File: config.mk
export PLATFORM = sky130hd
export DESIGN_NAME = uart_rx
export DESIGN_NICKNAME = d
export VERILOG_FILES = /design/src/rtl/uart_rx.sv
export SDC_FILE = /design/constraint.sdc
export NUM_CORES = 1
export LEC_CHECK = 0
export CAP_MARGIN = 25
export CORE_UTILIZATION = 50
export DETAILED_ROUTE_END_ITERATION = 16
export PLACE_DENSITY = 0.79
export SLEW_MARGIN = 25
export SYNTH_ARGS = -nofsm -noshare
export SYNTH_HDL_FRONTEND = slang
export SYNTH_SLANG_ARGS = --single-unit
File: constraint.sdc
create_clock -name clock -period 3.1 [get_ports clock]
set_clock_uncertainty 0.2 [all_clocks]
set_input_delay 0.62 -clock clock [delete_from_list [all_inputs] [get_ports clock]]
set_output_delay 0.62 -clock clock [all_outputs]
set_load 0.005 [all_outputs]
File: src/rtl/uart_rx.sv
// uart_rx: receive end of the 16-bit serial frame format
// (start "0", 16 data bits LSB first, stop "1", no parity).
// Samples the synchronized line at mid-bit, presents the assembled word with a
// one-cycle valid pulse and flags frames whose stop bit reads "0".
module uart_rx #(
    parameter int CLOKS_POR_BIT = 5209
) (
    input  logic        clock,
    input  logic        reset,
    input  logic        bitSerialEntrada,
    output logic [15:0] dadosRecebidos,
    output logic        dadosProntos,
    output logic        indicaRecepcao,
    output logic        erroDeQuadro
);

    typedef enum logic [2:0] {
        ESPERA,
        VERIFICA_INICIO,
        RECEBE_BITS,
        VERIFICA_FINAL,
        LIMPEZA
    } estado_t;

    localparam logic [12:0] MEIO_BIT = 13'((CLOKS_POR_BIT - 1) / 2);
    localparam logic [12:0] FIM_BIT  = 13'(CLOKS_POR_BIT - 1);

    logic        r_sync1;
    logic        r_sync2;

    estado_t     r_estado;
    logic [12:0] r_contador;
    logic [3:0]  r_indice;
    logic [15:0] r_desloc;
    logic [15:0] r_dados;
    logic        r_prontos;
    logic        r_recepcao;
    logic        r_erro;

    estado_t     w_estado_prox;
    logic [12:0] w_contador_prox;
    logic [3:0]  w_indice_prox;
    logic [15:0] w_desloc_prox;
    logic [15:0] w_dados_prox;
    logic        w_prontos_prox;
    logic        w_recepcao_prox;
    logic        w_erro_prox;

    // Two-flop synchronizer; resets to the idle (high) line level.
    always_ff @(posedge clock or posedge reset) begin
        if (reset) begin
            r_sync1 <= 1'b1;
            r_sync2 <= 1'b1;
        end else begin
            // NOTE: non-blocking assignments let both flops sample the old values on the
            // same edge; blocking here would collapse the chain into a single flop.
            r_sync1 <= bitSerialEntrada;
            r_sync2 <= r_sync1;
        end
    end

    // State register and datapath registers, all loaded from the next-state logic.
    always_ff @(posedge clock or posedge reset) begin
        if (reset) begin
            r_estado   <= ESPERA;
            r_contador <= '0;
            r_indice   <= '0;
            r_desloc   <= '0;
            r_dados    <= '0;
            r_prontos  <= 1'b0;
            r_recepcao <= 1'b0;
            r_erro     <= 1'b0;
        end else begin
            r_estado   <= w_estado_prox;
            r_contador <= w_contador_prox;
            r_indice   <= w_indice_prox;
            r_desloc   <= w_desloc_prox;
            r_dados    <= w_dados_prox;
            r_prontos  <= w_prontos_prox;
            r_recepcao <= w_recepcao_prox;
            r_erro     <= w_erro_prox;
        end
    end

    // Next-state and next-datapath logic for the frame receiver.
    always_comb begin
        // NOTE: every signal gets a default before the case so no path leaves one
        // unassigned, which would otherwise infer a latch.
        w_estado_prox   = r_estado;
        w_contador_prox = r_contador;
        w_indice_prox   = r_indice;
        w_desloc_prox   = r_desloc;
        w_dados_prox    = r_dados;
        w_prontos_prox  = 1'b0;
        w_recepcao_prox = r_recepcao;
        w_erro_prox     = 1'b0;

        case (r_estado)
            ESPERA: begin
                w_contador_prox = '0;
                w_indice_prox   = '0;
                if (!r_sync2) begin
                    w_estado_prox   = VERIFICA_INICIO;
                    w_recepcao_prox = 1'b1;
                end
            end

            VERIFICA_INICIO: begin
                if (r_contador == MEIO_BIT) begin
                    w_contador_prox = '0;
                    if (!r_sync2) begin
                        w_estado_prox = RECEBE_BITS;
                    end else begin
                        // Start bit did not survive to mid-bit: treat as a glitch.
                        w_estado_prox   = ESPERA;
                        w_recepcao_prox = 1'b0;
                    end
                end else begin
                    w_contador_prox = r_contador + 13'd1;
                end
            end

            RECEBE_BITS: begin
                if (r_contador == FIM_BIT) begin
                    w_contador_prox         = '0;
                    w_desloc_prox[r_indice] = r_sync2;
                    if (r_indice == 4'd15) begin
                        w_indice_prox = '0;
                        w_estado_prox = VERIFICA_FINAL;
                    end else begin
                        w_indice_prox = r_indice + 4'd1;
                    end
                end else begin
                    w_contador_prox = r_contador + 13'd1;
                end
            end

            VERIFICA_FINAL: begin
                if (r_contador == FIM_BIT) begin
                    w_contador_prox = '0;
                    w_recepcao_prox = 1'b0;
                    w_estado_prox   = LIMPEZA;
                    if (r_sync2) begin
                        w_dados_prox   = r_desloc;
                        w_prontos_prox = 1'b1;
                    end else begin
                        w_erro_prox = 1'b1;
                    end
                end else begin
                    w_contador_prox = r_contador + 13'd1;
                end
            end

            LIMPEZA: begin
                // Wait for an idle-high line so a held-low break is not re-decoded.
                w_contador_prox = '0;
                if (r_sync2) begin
                    w_estado_prox = ESPERA;
                end
            end

            default: begin
                w_estado_prox   = ESPERA;
                w_contador_prox = '0;
                w_indice_prox   = '0;
                w_recepcao_prox = 1'b0;
            end
        endcase
    end

    assign dadosRecebidos = r_dados;
    assign dadosProntos   = r_prontos;
    assign indicaRecepcao = r_recepcao;
    assign erroDeQuadro   = r_erro;

endmodule

==> impl_results.md <==
* Fillers at 399
* H-tree Lvls at 3
* Area delta synth->final at 17.84%
* Worst Path Required at 3.11 ns
* Startpoint Class: register
* Setup bufs post-CTS at 0
* ANT nets after route at 0
* Clk slew on worst S/H paths at 0.06 ns
* Top-Level Pins at 22
* Top post-synthesis cells by area: dfrtp_1, mux2_2, mux2_4
* Crit end category: register
* Multi-input logic area at 1201 um2
* Post-DP Area at 2995 um2
* Post-Layout Cell Count at 330
* Core area at 5172 um2
* CP cell instances: inv_1 -> ha_1 -> nor3b_2 -> nand4_4 -> nor3_4 -> nand3_1 -> mux2_2
* CTS tree: yes
* Commonest non-fill, non-tap cell in the layout: dfrtp_1
* Antenna violations before repair at 0
* Mapped cell area at 2729 um2
* Cells after Synth at 230
* Total Routing Usage GR at 18.81%
* Area leader, netlist: dfrtp_1
* Post-synthesis sequential area ratio at 52.36%
* Pwr dens at 473.9 nW/um2
* Leading cell types in the layout, fill and taps excluded: dfrtp_1, mux2_2, nor2_1, clkdlybuf4s50_1, nand2_1
* Initial core utilization at 52.76%
* Vias at 1,804
* Worst slew margin at 53.69%
* Max cap viols at 0
* Register area at 1429 um2
* Post_cts resized at 0
* CP max-delay cell: dfrtp_1
* Worst-case clock buffer depth at 2
* Total Wirelength at 4.720 mm
* # rows at 26
* Global-route wire length before repair at 7.831 mm
* Flops & latches, synth at 57
* Final setup viols at 0
* Min-delay worst type: register to register
* CP Max Fanout at 10
* Top cell type's share of synthesized area at 50.44%
* Die H at 75.88 um
* Clock buffer count from CTS at 9
* Fin. max-slew vios at 0
* Syn. warnings at 0
* Clk_lat worst skew at 0.33 ns
* Async set-or-reset flop fraction in the synthesized netlist at 100.0%
* DRC errors left at 0
* Max VDD drop at 0.2593 mV
* Syn avg cell area at 11.86 um2
* Drt wl/cell at 14.30 um
* Worst Path Arrival at 2.40 ns
* Outcome: complete, no violations
* Placer Congestion at 0.8041
* Netlist cell types at 47
* Design Area, Final at 3216 um2
* Cts hold-fix bufs at 0
* Post-synth EDFFs at 0
* Final HPWL DP at 3.170 mm
* Final Cycle Share at 77.08%
* Overflow after GRT at 0
* Placed cells at 314
* Ys flop type: dfrtp_1
* Unrepaired setup endpoints after global routing: false
* CP peak stage delay at 0.42 ns
* Root buffer cell: clkbuf_8
* Largest net degree at the start of global routing at 58
* Share of cells above drive strength 1 at 22.69%
* Initial DRT Pass Iterations at 5
* Vias in the first global route at 1,727
* Worst slew pin tran at 0.6947 ns
* Setup TNS at 0 ns
* Die area at 5757 um2
* Port Buffers at 21
* Tmin final at 2.390 ns
* Via-to-Cell Ratio at 5.467
* Nets@finish at 264
* Syn Nets at 239
* Starting DRT DRC Count at 109
* Die X at 75.88 um
* Critical path class: register to register
* Fmax at 418.5 MHz
* Diode count at 0
* P_leak at 1.469 nW
* Clk sinks at 57
* Final hold vios at 0
==> path summary, 6_finish.rpt <==
path / start / to / slack [ns] / depth (start not counted)
max in group asynchronous: reset / indicaRecepcao / 1.63 / 3
worst max register to register: r_contador[0] / r_desloc[2] / 0.71 / 7
worst max-delay path: r_contador[0] / r_desloc[2] / 0.71 / 7
worst min-delay path: r_sync1 / r_sync2 / 0.15 / 0
worst min register to register: r_sync1 / r_sync2 / 0.15 / 0
min in group asynchronous: reset / r_contador[4] / 0.60 / 3
==> worst max-delay path, delay by kind of cell (launching register included) <==
| family | cells | cell delay [ns] |
|---|---|---|
| adder cells (fa/ha/maj) | 1 | 0.14 |
| buffers and inverters | 1 | 0.09 |
| flip-flops | 1 | 0.42 |
| multiplexers | 1 | 0.30 |
| AND/OR/NAND/NOR | 4 | 1.12 |
==> state kept, by name, summed over array words and instances (netlist names) <==
register and flops:
dadosProntos 1, dadosRecebidos 16, erroDeQuadro 1, indicaRecepcao 1, r_contador 13, r_desloc 16, r_estado 3, r_indice 4
r_sync1 1, r_sync2 1
==> area by class of cell <==
type                    count  area share (%)
flip-flops and latches     57           44.44
multi-input cells         152           37.35
repair buffers             25           7.471
clock buffers              11           4.397
well taps                  70           2.724
clock inverters             5           2.451
inverters                  10           1.167
==> per-stage QoR <==
step	total power, mW	hold WS [ns]	utilization (%)	worst slack, ns
2_1_floorplan	0.7768	0.1452	-	0.7977
3_3_place_gp	0.7851	0.1469	57.91	0.8196
3_5_place_dp	0.7857	0.1482	57.91	0.7338
4_1_cts	1.549	0.1570	62.17	0.7184
5_1_grt	1.578	0.1643	62.17	0.5213
6_report	1.524	0.1548	62.17	0.7104
==> per-layer routing <==
metal | vias up | routed length, um | track usage (%) | part of all wire (%)
li1 | 861 | - | - | -
met1 | 907 | 2297 | 25.41 | 49
met2 | 28 | 2212 | 27.24 | 47
met3 | 8 | 134 | 5.556 | 2.8
met4 | 0 | 75 | 10.08 | 1.6
met5 | - | 0 | 0 | 0
==> cell families after synthesis <==
group | synth area share (%)
simple gates | 16.19
flops | 52.36
mux | 14.81
compound gates | 6.053
buf+inv | 3.622
xor+xnor | 3.851
fa+ha+maj | 3.118
==> power breakdown <==
group	leakage [nW]	internal, mW	switching, mW
sequential	0.770	0.747	0.00377
combinational	0.586	0.00468	0.0154
clock	0.113	0.473	0.281
total	1.47	1.22	0.300
==> synthesized netlist by cell type, types with 2 or more instances <==
library cell and number:
a22o_1 2, nand4_1 4, a21oi_1 4, dfstp_2 2
xnor2_1 4, nor3_1 3, nand3_1 10, xor2_1 8
ha_1 6, buf_2 3, nor2_1 21, nor3_4 2
o21ai_0 4, and3_1 5, a22oi_1 2, nor2b_1 2
mux2_4 9, clkbuf_1 7, inv_1 10, dfrtp_1 55
mux2_2 22, o2bb2ai_1 2, nand2_1 19
No activity file was read; power rests on OpenSTA's default activity.
